**config.mk**
```make
export PLATFORM = sky130hd
export DESIGN_NAME = fetch_stage_flat
export DESIGN_NICKNAME = d
export VERILOG_FILES = /design/src/rtl/fetch_stage_pkg.sv /design/src/rtl/fetch_stage_if.sv /design/src/rtl/fetch_stage_next_pc.sv /design/src/rtl/fetch_stage.sv /design/src/flat_wrapper.sv
export SDC_FILE = /design/constraint.sdc
export NUM_CORES = 1
export LEC_CHECK = 0
export CELL_PAD_IN_SITES_DETAIL_PLACEMENT = 0
export CELL_PAD_IN_SITES_GLOBAL_PLACEMENT = 1
export CORE_MARGIN = 4
export CORE_UTILIZATION = 37
export DETAILED_ROUTE_END_ITERATION = 12
export GPL_TIMING_DRIVEN = 0
export MAX_ROUTING_LAYER = met4
export PLACE_DENSITY = 0.93
export SLEW_MARGIN = 20
export SYNTH_ARGS = -nofsm -noshare
export SYNTH_HDL_FRONTEND = slang
export SYNTH_SLANG_ARGS = --single-unit
```
**constraint.sdc**
```tcl
create_clock -name clk -period 3.55 [get_ports clk]
set_input_delay 0.71 -clock clk [delete_from_list [all_inputs] [get_ports clk]]
set_output_delay 0.71 -clock clk [all_outputs]
set_load 0.02 [all_outputs]
```
**src/rtl/fetch_stage_pkg.sv**
```systemverilog
// Shared definitions for the instruction-fetch stage: redirect codes, FSM
// state encodings, default reset PC and small datapath helpers that mirror
// the decode-side sign_extend / shift_left_2 / adder_32b blocks.
package fetch_stage_pkg;

  localparam int unsigned FETCH_ADDR_W = 32;
  localparam int unsigned FETCH_DATA_W = 32;
  localparam logic [31:0] RESET_PC_DEFAULT = 32'h0000_0000;

  typedef enum logic [1:0] {
    REDIR_NONE = 2'b00,
    REDIR_BR   = 2'b01,
    REDIR_J    = 2'b10,
    REDIR_JR   = 2'b11
  } redir_type_e;

  typedef enum logic [1:0] {
    ST_REQ  = 2'b00,
    ST_WAIT = 2'b01,
    ST_HOLD = 2'b10
  } fetch_state_e;

  // 16-bit branch immediate to 32-bit two's complement
  function automatic logic [31:0] sign_extend(input logic [15:0] imm);
    return {{16{imm[15]}}, imm};
  endfunction

  // Word offset to byte offset; the top two bits fall off (mod 2^32)
  function automatic logic [31:0] shift_left_2(input logic [31:0] val);
    return val << 2;
  endfunction

  // 32-bit wrapping adder
  function automatic logic [31:0] adder_32b(input logic [31:0] a, input logic [31:0] b);
    return a + b;
  endfunction

endpackage

```
**src/rtl/fetch_stage_if.sv**
```systemverilog
// Bus bundle around the fetch stage: instruction-memory request/response,
// control-flow redirect input and the valid/ready hand-off to decode.
// master = fetch stage side, slave = memory / decode / execute side.
interface fetch_stage_if #(
  parameter int unsigned ADDR_W = 32,
  parameter int unsigned DATA_W = 32
) ();

  logic              imem_req_valid;
  logic              imem_req_ready;
  logic [ADDR_W-1:0] imem_addr;
  logic              imem_rsp_valid;
  logic [DATA_W-1:0] imem_rsp_data;

  logic              redir_valid;
  logic [1:0]        redir_type;
  logic [ADDR_W-1:0] redir_pc4;
  logic [25:0]       redir_imm;
  logic [ADDR_W-1:0] redir_reg;

  logic              if_valid;
  logic              if_ready;
  logic [DATA_W-1:0] if_instr;
  logic [ADDR_W-1:0] if_pc4;

  modport master (
    output imem_req_valid, imem_addr,
    input  imem_req_ready, imem_rsp_valid, imem_rsp_data,
    input  redir_valid, redir_type, redir_pc4, redir_imm, redir_reg,
    output if_valid, if_instr, if_pc4,
    input  if_ready
  );

  modport slave (
    input  imem_req_valid, imem_addr,
    output imem_req_ready, imem_rsp_valid, imem_rsp_data,
    output redir_valid, redir_type, redir_pc4, redir_imm, redir_reg,
    input  if_valid, if_instr, if_pc4,
    output if_ready
  );

endinterface

```
**src/rtl/fetch_stage_next_pc.sv**
```systemverilog
// fetch_next_pc: combinational next-PC helper. Produces the sequential PC
// (pc+4) and, for a valid redirect, the branch / jump / jr target.
module fetch_next_pc
  import fetch_stage_pkg::*;
(
  input  logic [31:0] i_pc,
  input  logic        i_redir_valid,
  input  logic [1:0]  i_redir_type,
  input  logic [31:0] i_redir_pc4,
  input  logic [25:0] i_redir_imm,
  input  logic [31:0] i_redir_reg,
  output logic [31:0] o_pc_plus4,
  output logic        o_redir_take,
  output logic [31:0] o_redir_target
);

  logic [31:0] w_br_target;
  logic [31:0] w_j_target;
  logic [31:0] w_jr_target;
  logic        w_unused_reg_lsb;

  assign o_pc_plus4       = adder_32b(i_pc, 32'd4);
  assign w_br_target      = adder_32b(i_redir_pc4, shift_left_2(sign_extend(i_redir_imm[15:0])));
  assign w_j_target       = {i_redir_pc4[31:28], i_redir_imm, 2'b00};
  // jr forces word alignment, the register's two LSBs are discarded
  assign w_jr_target      = {i_redir_reg[31:2], 2'b00};
  assign w_unused_reg_lsb = ^i_redir_reg[1:0];

  // Select the redirect target; type NONE never redirects
  always_comb begin
    o_redir_take   = 1'b0;
    o_redir_target = i_pc;
    if (i_redir_valid) begin
      case (redir_type_e'(i_redir_type))
        REDIR_BR: begin
          o_redir_take   = 1'b1;
          o_redir_target = w_br_target;
        end
        REDIR_J: begin
          o_redir_take   = 1'b1;
          o_redir_target = w_j_target;
        end
        REDIR_JR: begin
          o_redir_take   = 1'b1;
          o_redir_target = w_jr_target;
        end
        default: begin
          o_redir_take   = 1'b0;
          o_redir_target = i_pc;
        end
      endcase
    end else begin
      o_redir_take   = 1'b0;
      o_redir_target = i_pc;
    end
  end

endmodule

```
**src/rtl/fetch_stage.sv**
```systemverilog
// fetch_stage: PC register, single-outstanding fetch FSM (REQ/WAIT/HOLD),
// registered hand-off to decode and a drop flag that discards a response
// whose request was overtaken by a redirect.
// Optional build macro FETCH_PERF_CNT_EN adds perf_fetched / perf_stall.
module fetch_stage
  import fetch_stage_pkg::*;
#(
  parameter int unsigned       ADDR_W   = FETCH_ADDR_W,
  parameter int unsigned       DATA_W   = FETCH_DATA_W,
  parameter logic [ADDR_W-1:0] RESET_PC = RESET_PC_DEFAULT
) (
  input  logic        clk,
  input  logic        rst_n,
  fetch_stage_if.master bus
`ifdef FETCH_PERF_CNT_EN
  ,
  output logic [31:0] perf_fetched,
  output logic [31:0] perf_stall
`endif
);

  fetch_state_e      r_state;
  logic [ADDR_W-1:0] r_pc;
  logic              r_req_valid;
  logic              r_drop;
  logic              r_if_valid;
  logic [DATA_W-1:0] r_if_instr;
  logic [ADDR_W-1:0] r_if_pc4;

  logic [ADDR_W-1:0] w_pc_plus4;
  logic              w_redir_take;
  logic [ADDR_W-1:0] w_redir_target;

  fetch_next_pc u_next_pc (
    .i_pc           (r_pc),
    .i_redir_valid  (bus.redir_valid),
    .i_redir_type   (bus.redir_type),
    .i_redir_pc4    (bus.redir_pc4),
    .i_redir_imm    (bus.redir_imm),
    .i_redir_reg    (bus.redir_reg),
    .o_pc_plus4     (w_pc_plus4),
    .o_redir_take   (w_redir_take),
    .o_redir_target (w_redir_target)
  );

  assign bus.imem_req_valid = r_req_valid;
  assign bus.imem_addr      = r_pc;
  assign bus.if_valid       = r_if_valid;
  assign bus.if_instr       = r_if_instr;
  assign bus.if_pc4         = r_if_pc4;

  // Fetch FSM with PC, drop flag and decode output registers; redirect wins
  always_ff @(posedge clk or negedge rst_n) begin
    if (!rst_n) begin
      r_state     <= ST_REQ;
      r_pc        <= RESET_PC;
      r_req_valid <= 1'b0;
      r_drop      <= 1'b0;
      r_if_valid  <= 1'b0;
      r_if_instr  <= {DATA_W{1'b0}};
      r_if_pc4    <= {ADDR_W{1'b0}};
    end else if (w_redir_take) begin
      r_pc       <= w_redir_target;
      r_if_valid <= 1'b0;
      case (r_state)
        ST_REQ: begin
          // a request accepted this cycle is in flight; its data is stale
          if (r_req_valid && bus.imem_req_ready) begin
            r_state     <= ST_WAIT;
            r_req_valid <= 1'b0;
            r_drop      <= 1'b1;
          end else begin
            r_req_valid <= 1'b1;
          end
        end
        ST_WAIT: begin
          // response arriving on the redirect cycle is simply discarded
          if (bus.imem_rsp_valid) begin
            r_state     <= ST_REQ;
            r_req_valid <= 1'b1;
            r_drop      <= 1'b0;
          end else begin
            r_drop      <= 1'b1;
          end
        end
        ST_HOLD: begin
          r_state     <= ST_REQ;
          r_req_valid <= 1'b1;
        end
        default: begin
          r_state     <= ST_REQ;
          r_req_valid <= 1'b1;
          r_drop      <= 1'b0;
        end
      endcase
    end else begin
      case (r_state)
        ST_REQ: begin
          if (r_req_valid && bus.imem_req_ready) begin
            r_state     <= ST_WAIT;
            r_req_valid <= 1'b0;
          end else begin
            r_req_valid <= 1'b1;
          end
        end
        ST_WAIT: begin
          if (bus.imem_rsp_valid) begin
            if (r_drop) begin
              r_drop      <= 1'b0;
              r_state     <= ST_REQ;
              r_req_valid <= 1'b1;
            end else begin
              r_if_instr  <= bus.imem_rsp_data;
              r_if_pc4    <= w_pc_plus4;
              r_if_valid  <= 1'b1;
              r_state     <= ST_HOLD;
            end
          end else begin
            r_state <= ST_WAIT;
          end
        end
        ST_HOLD: begin
          if (r_if_valid && bus.if_ready) begin
            r_pc        <= w_pc_plus4;
            r_if_valid  <= 1'b0;
            r_state     <= ST_REQ;
            r_req_valid <= 1'b1;
          end else begin
            r_state <= ST_HOLD;
          end
        end
        default: begin
          r_state     <= ST_REQ;
          r_req_valid <= 1'b1;
          r_drop      <= 1'b0;
          r_if_valid  <= 1'b0;
        end
      endcase
    end
  end

`ifdef FETCH_PERF_CNT_EN
  logic [31:0] r_perf_fetched;
  logic [31:0] r_perf_stall;

  assign perf_fetched = r_perf_fetched;
  assign perf_stall   = r_perf_stall;

  // Count decode acceptances (not ones killed by a redirect) and stall cycles
  always_ff @(posedge clk or negedge rst_n) begin
    if (!rst_n) begin
      r_perf_fetched <= 32'd0;
      r_perf_stall   <= 32'd0;
    end else begin
      if (r_if_valid && bus.if_ready && !w_redir_take) begin
        r_perf_fetched <= r_perf_fetched + 32'd1;
      end else begin
        r_perf_fetched <= r_perf_fetched;
      end
      if (r_if_valid && !bus.if_ready) begin
        r_perf_stall <= r_perf_stall + 32'd1;
      end else begin
        r_perf_stall <= r_perf_stall;
      end
    end
  end
`endif

endmodule

```
**src/flat_wrapper.sv**
```systemverilog
// flat-port wrapper written by rule: the top's interface ports become plain ports
module fetch_stage_flat import fetch_stage_pkg::*;
#(
  parameter int unsigned       ADDR_W   = FETCH_ADDR_W,
  parameter int unsigned       DATA_W   = FETCH_DATA_W,
  parameter logic [ADDR_W-1:0] RESET_PC = RESET_PC_DEFAULT
)
  (clk, rst_n, bus_imem_req_valid, bus_imem_addr, bus_imem_req_ready, bus_imem_rsp_valid, bus_imem_rsp_data, bus_redir_valid, bus_redir_type, bus_redir_pc4, bus_redir_imm, bus_redir_reg, bus_if_valid, bus_if_instr, bus_if_pc4, bus_if_ready);
  fetch_stage_if #(.ADDR_W(ADDR_W), .DATA_W(DATA_W)) bus_i ();
  input  logic clk;
  input  logic rst_n;
  output wire logic [$bits(bus_i.imem_req_valid)-1:0] bus_imem_req_valid;
  output wire logic [$bits(bus_i.imem_addr)-1:0] bus_imem_addr;
  input wire logic [$bits(bus_i.imem_req_ready)-1:0] bus_imem_req_ready;
  input wire logic [$bits(bus_i.imem_rsp_valid)-1:0] bus_imem_rsp_valid;
  input wire logic [$bits(bus_i.imem_rsp_data)-1:0] bus_imem_rsp_data;
  input wire logic [$bits(bus_i.redir_valid)-1:0] bus_redir_valid;
  input wire logic [$bits(bus_i.redir_type)-1:0] bus_redir_type;
  input wire logic [$bits(bus_i.redir_pc4)-1:0] bus_redir_pc4;
  input wire logic [$bits(bus_i.redir_imm)-1:0] bus_redir_imm;
  input wire logic [$bits(bus_i.redir_reg)-1:0] bus_redir_reg;
  output wire logic [$bits(bus_i.if_valid)-1:0] bus_if_valid;
  output wire logic [$bits(bus_i.if_instr)-1:0] bus_if_instr;
  output wire logic [$bits(bus_i.if_pc4)-1:0] bus_if_pc4;
  input wire logic [$bits(bus_i.if_ready)-1:0] bus_if_ready;
  assign bus_imem_req_valid = bus_i.imem_req_valid;
  assign bus_imem_addr = bus_i.imem_addr;
  assign bus_i.imem_req_ready = bus_imem_req_ready;
  assign bus_i.imem_rsp_valid = bus_imem_rsp_valid;
  assign bus_i.imem_rsp_data = bus_imem_rsp_data;
  assign bus_i.redir_valid = bus_redir_valid;
  assign bus_i.redir_type = bus_redir_type;
  assign bus_i.redir_pc4 = bus_redir_pc4;
  assign bus_i.redir_imm = bus_redir_imm;
  assign bus_i.redir_reg = bus_redir_reg;
  assign bus_if_valid = bus_i.if_valid;
  assign bus_if_instr = bus_i.if_instr;
  assign bus_if_pc4 = bus_i.if_pc4;
  assign bus_i.if_ready = bus_if_ready;
  fetch_stage #(.ADDR_W(ADDR_W), .DATA_W(DATA_W), .RESET_PC(RESET_PC)) u_core (.clk(clk), .rst_n(rst_n), .bus(bus_i));
endmodule
```
==> results by group, run 1 <==
Floorplanning
  • Die Footprint: 20900 um2
  • I/O pin cnt: 228
  • Die Y: 145 um
  • Initial Utilization: 0.381
  • Core Footprint: 18100 um2
  • Row count: 49
  • Die width: 145 um

Routing
  • First-pass DRT Iterations: 5
  • Final wirelength: 23000 um
  • WL/cell: 18.7 um
  • Iter 0 DRT Violations: 331
  • Drt via density: 5.44
  • # DRC: 0
  • Vias: 6702
  • Routed Antenna Nets: 0

Timing
  • Final setup vio count: 0
  • Max-slew violation count: 0
  • Relative slew slack: 0.439
  • Final Hold Viols: 0
  • Final WS setup: 263 ps
  • Tcrit/Tclk final: 0.926
  • RSZ-0062 raised after global routing: no
  • Worst-Margin Slew: 841 ps
  • Clk_skew: 8.07 ps
  • Post-route minimum period: 3290 ps
  • FMAX: 304 MHz

Worst hold path
  • Min-delay worst type: in2async

Finish
  • Post-route cell area: 9820 um2
  • Final nets: 1160
  • Most frequent cells in the layout: clkdlybuf4s50_1 (223), dfrtp_1 (101), nand2_1 (99)
  • Post-layout util: 0.541
  • Fraction of layout instances using a drive strength above 1: 0.0867
  • Area Growth Syn to Fin: 42.0%
  • Commonest non-fill, non-tap cell in the layout: clkdlybuf4s50_1
  • Antenna cells: 0

Synthesis
  • Netlist Area Pre-Place: 6910 um2
  • Synth cell types: 73
  • Compound-Gate Fraction of Synth Area: 0.198
  • Syn Inst Count: 762
  • Top FF cell, synth: dfrtp_1
  • Post-synth top area share: 0.366
  • Post-synthesis mux area share: 0.0981
  • Syn Area/Cell: 9.07 um2
  • Post-synthesis register bit count: 101
  • Cell taking the most area after synthesis: dfrtp_1
  • Syn Nets: 923
  • Async set-reset flop share out of synthesis: 1.00
  • XOR/XNOR Fraction of Synth Area: 0.0874
  • Top post-synthesis cells by area: dfrtp_1 (37%), mux2_2 (7.5%), ha_1 (5.4%)
  • Largest family of logic cells by synthesized area: compound AO/OA/AOI/OAI gates
  • Post-synthesis sequential area ratio: 0.366
  • Synth Area in Adders: 0.0572
  • EDFF count, synth: 0
  • Warnings from Yosys: 0
  • Simple-gate share of the synthesized area: 0.163

CTS
  • CTS H-tree depth: 3
  • CTS Buffer Depth: 2
  • Num CTS Buffers: 9
  • Setup repair bufs after CTS: 0
  • CTS sink count: 101
  • Clk_lat worst skew: 350 ps
  • Cts repair resizes: 0
  • Clock-pin slew on the worst setup and hold paths: 70 ps
  • TritonCTS clock tree: done
  • Cts hold-fix bufs: 0
  • CTS root buffer: clkbuf_16

Critical path
  • Worst path bufs/invs: 4
  • CP required: 3750 ps
  • CP Class: in2reg
  • Slowest stage delay, CP: 590 ps
  • Startpoint type of the worst setup path: input port
  • CP arrival: 3490 ps
  • Crit path max-delay family: buffers and inverters
  • R2r startpoint: u_core.bus.imem_addr[2]
  • Critical path, cell by cell: clkdlybuf4s50_1 -> clkbuf_1 -> buf_1 -> clkbuf_2 -> mux2i_1 -> nand2_1 -> o211ai_1 -> o21ai_0
  • Worst R2R End: u_core.bus.imem_addr[30]
  • Slowest CP cell: buf_1
  • Worst-path maximum fanout: 10
  • Reg2Reg Depth: 9
  • Worst R2R Setup Slack: 530 ps
  • CP Capture Type: register

Power and ir drop
  • LEAKAGE: 0.00398 uW
  • Total power: 5670 uW
  • Peak supply drop: 0.251 mV
  • Power density cells: 577 nW/um2

GRT
  • Initial antenna violation count: 0
  • M1 GR Usage: 0.280
  • First-pass GRT wire length: 35000 um
  • Met3 Use GR: 0.0325
  • Most Crowded Layer GR: met2
  • Largest net degree at the start of global routing: 53
  • Total gr overflow: 0
  • Number of global-route vias before repair: 6501
  • Met2 usage: 0.364
  • All-Layer GR Usage: 0.219

Place
  • Placed Area: 9480 um2
  • Port buffer count: 225
  • Dpl ws: -356 ps
  • DP HPWL: 18700 um
  • GPL Wtd Cong: 0.907

Run status
  • Status: finished, final reports clean

Flow run
  • Max_cap viols: 0
-- final cells by class --
type,count,area (um2)
clock buffer,13,250
inverter,12,45.0
fill,1704,8330
timing repair buffer,226,2280
tap,229,287
buffer,39,165
multi-input combinational,610,4190
clock inverter,3,68.8
sequential,101,2530
-- power breakdown --
group	internal [uW]	switching, uW	total, uW
sequential	1580	295	1870
clock	640	429	1070
combinational	1350	1380	2720
-- registers in the layout (all words and copies together), names as in the netlist --
register and cells:
u_core.bus.imem_req_valid 1, u_core.bus.if_pc4 32, u_core.bus.if_valid 1, u_core.bus.if_instr 32, u_core.r_drop 1, u_core.r_state 2, u_core.bus.imem_addr 32
-- Yosys cell counts, drive strengths merged (7+ instances only) --
cell / number
nand2: 99
nand3: 20
clkbuf: 32
nor4: 7
xor2: 35
xnor2: 34
and3: 7
nor3: 17
buf: 7
o22ai: 10
nor2: 45
ha: 30
mux2i: 16
a31oi: 7
inv: 12
dfrtp: 101
mux2: 46
a21oi: 48
o21ai: 70
nor2b: 9
a21o: 13
nand4: 7
o211ai: 10
-- through the flow --
| stage | hold WS (ps) | instances | TNS [ps] |
|---|---|---|---|
| finish | 294 | 1233 | 0 |
| global route | 330 | 1233 | 0 |
| CTS | 305 | 1233 | 0 |
| detailed placement | 474 | 1217 | -4220 |
| global placement | 465 | 1216 | -212400 |
| floorplan | 414 | 762 | 0 |
-- how the worst max path moves through the flow --
stage | start | depth (start not counted) | slack [ps] | endpoint
after detailed placement | bus_redir_type[0] | 8 | -360 | u_core.bus.imem_addr[9]
after floorplan | bus_redir_imm[0] | 10 | 540 | u_core.bus.imem_addr[28]
after global placement | rst_n | 1 | -2070 | u_core.bus.imem_addr[6]
after global routing | bus_redir_imm[0] | 11 | 60 | u_core.bus.imem_addr[28]
final | bus_redir_type[0] | 8 | 260 | u_core.bus.imem_addr[7]
after CTS | bus_redir_type[0] | 8 | 10 | u_core.bus.imem_addr[9]
-- layer usage --
metal	vias to the layer above	wire [um]
li1	3251	-
met1	3130	10000
met2	281	10900
met3	40	1660
met4	0	465
met5	-	0
-- logic make-up after synthesis --
family,after synthesis
buf+inv,51
simple gates,232
xor+xnor,69
compound gates,216
flops,101
fa+ha+maj,31
mux,62
Note: power is estimated with default switching activity, not from simulation.
==> run 2, diff against run 1 <==
SKIP_LAST_GASP = 1   (was default)
==> results of run 2 <==
Final layout, timing and power as in run 1 (identical DEF).
==> run 3, diff against run 2 <==
CELL_PAD_IN_SITES_DETAIL_PLACEMENT = 1   (was 0)
MAX_ROUTING_LAYER = default   (was met4)
==> run 3 against run 2 <==
Against the previous run:
- maximum frequency is 3.2% lower
- first-iteration DRC count fell by 9.7%
- total power fell by 1.6%
- largest power group unchanged
- highest routed layer unchanged
==> results by group, run 3 (synthesis results as in run 1) <==
CTS
  • CTS root buffer: clkbuf_16
  • Clk_lat worst skew: 350 ps
  • Clock-pin slew on the worst setup and hold paths: 70 ps
  • CTS sink count: 101
  • Cts hold-fix bufs: 0
  • CTS H-tree depth: 3
  • CTS Buffer Depth: 2
  • TritonCTS clock tree: done
  • Num CTS Buffers: 9

Routing
  • Iter 0 DRT Violations: 299
  • Vias: 6936
  • Routed Antenna Nets: 0
  • # DRC: 0
  • Final wirelength: 25600 um
  • WL/cell: 20.8 um
  • First-pass DRT Iterations: 5
  • Drt via density: 5.63

Power and ir drop
  • Power density cells: 572 nW/um2
  • Peak supply drop: 0.259 mV
  • LEAKAGE: 0.00396 uW
  • Total power: 5580 uW

Critical path
  • Crit path max-delay family: compound AO/OA/AOI/OAI gates
  • CP Class: in2reg
  • CP arrival: 3610 ps
  • CP required: 3760 ps
  • Worst path bufs/invs: 1
  • Startpoint type of the worst setup path: input port
  • Crit path top cell by count: a21oi_1
  • CP Capture Type: register
  • Slowest stage delay, CP: 450 ps
  • Critical path, cell by cell: clkdlybuf4s50_1 -> ha_1 -> fa_1 -> a21o_1 -> a221oi_4 -> o32ai_2 -> a21oi_1 -> nor3_1 -> o41ai_1 -> xor2_1 -> a21oi_1
  • Slowest CP cell: clkdlybuf4s50_1
  • Worst-path maximum fanout: 5

GRT
  • Initial antenna violation count: 0
  • Total gr overflow: 0
  • Largest net degree at the start of global routing: 52
  • Number of global-route vias before repair: 7264
  • First-pass GRT wire length: 39100 um
  • All-Layer GR Usage: 0.239

Finish
  • Antenna cells: 0
  • Area Growth Syn to Fin: 41.2%
  • Area of the multi-input gates: 4190 um2
  • Final non-filler cell total: 1232
  • Fillers: 2126
  • Most frequent cells in the layout: clkdlybuf4s50_1 (223), dfrtp_1 (101), nand2_1 (99)
  • Fraction of layout instances using a drive strength above 1: 0.0877
  • Post-route cell area: 9760 um2
  • Commonest non-fill, non-tap cell in the layout: clkdlybuf4s50_1
  • Final nets: 1160
  • FF/Latch Area: 2530 um2

Floorplanning
  • Row count: 49
  • Initial Utilization: 0.381
  • Die Footprint: 20900 um2
  • Die Y: 145 um
  • Core Footprint: 18100 um2
  • Die width: 145 um
  • I/O pin cnt: 228

Timing
  • Tcrit/Tclk final: 0.957
  • Relative slew slack: 0.368
  • Post-Route Setup TNS: 0 ps
  • FMAX: 294 MHz
  • Worst-Margin Slew: 939 ps
  • Final Hold Viols: 0
  • Max-slew violation count: 0
  • Final WS setup: 154 ps
  • Final setup vio count: 0
  • Post-route minimum period: 3400 ps
  • Clk_skew: 8.54 ps

Place
  • GPL Wtd Cong: 0.934
  • DP HPWL: 21100 um
  • Dpl ws: -365 ps
  • Placed insts: 1217
  • Port buffer count: 225
  • Placed Area: 9480 um2

Run status
  • Status: finished, final reports clean

Worst hold path
  • Min-delay worst type: in2async

Flow run
  • Max_cap viols: 0
==> run 3: final timing paths <==
check / startpoint / to / slack [ps] / depth (start not counted)
worst max-delay path: bus_redir_imm[0] / u_core.bus.imem_addr[28] / 150 / 11
worst min-delay path: rst_n / u_core.bus.if_instr[10] / 310 / 1
worst max register to register: u_core.bus.imem_addr[2] / u_core.bus.imem_addr[22] / 260 / 8
worst min register to register: u_core.bus.if_pc4[7] / u_core.bus.if_pc4[7] / 480 / 2
max in group asynchronous: rst_n / u_core.bus.imem_addr[6] / 2620 / 2
min in group clk: u_core.bus.if_pc4[7] / u_core.bus.if_pc4[7] / 480 / 2
==> run 3: timing repair <==
action                                  4_1_cts  5_1_grt
hold endpoints to repair                      0        0
gates resized for setup                       1        4
endpoints found under the setup margin        1       10
buffers inserted                              0        0
==> run 3: power breakdown <==
part	internal, uW	leakage (uW)	total, uW	switching (uW)
Clock	486	0.000134	910	425
Sequential	1580	0.00119	1890	312
Combinational	1350	0.00264	2770	1430
Total	3410	0.00396	5580	2160
==> run 3: final cells by class <==
| class | instances | share of cell area |
|---|---|---|
| multi-input combinational | 610 | 0.429 |
| sequential | 101 | 0.259 |
| timing repair buffer | 226 | 0.234 |
| tap | 229 | 0.0294 |
| clock buffer | 10 | 0.0245 |
| buffer | 39 | 0.0169 |
| inverter | 12 | 0.00462 |
| clock inverter | 5 | 0.00282 |
==> run 3: per-layer routing <==
metal,track usage,vias up,part of all wire
met5,0,-,0
met4,0.0874,0,0.029
met3,0.0437,45,0.074
met2,0.422,290,0.49
met1,0.290,3357,0.40
li1,-,3244,-
==> run 3: worst register-to-register path, stage by stage, from the launching register on <==
cell and delay [ps]:
dfrtp_1 520, ha_1 280, and3_1 260, nand3_2 190, nor4_1 860, nand4_1 290, xnor2_1 360, a21oi_1 130
o311ai_1 290
==> run 3: per-stage QoR <==
step                hold slack (ps)  utilization
global placement                465        0.521
finish                          306        0.538
floorplan                       414            -
CTS                             319        0.537
global route                    338        0.538
detailed placement              474        0.522
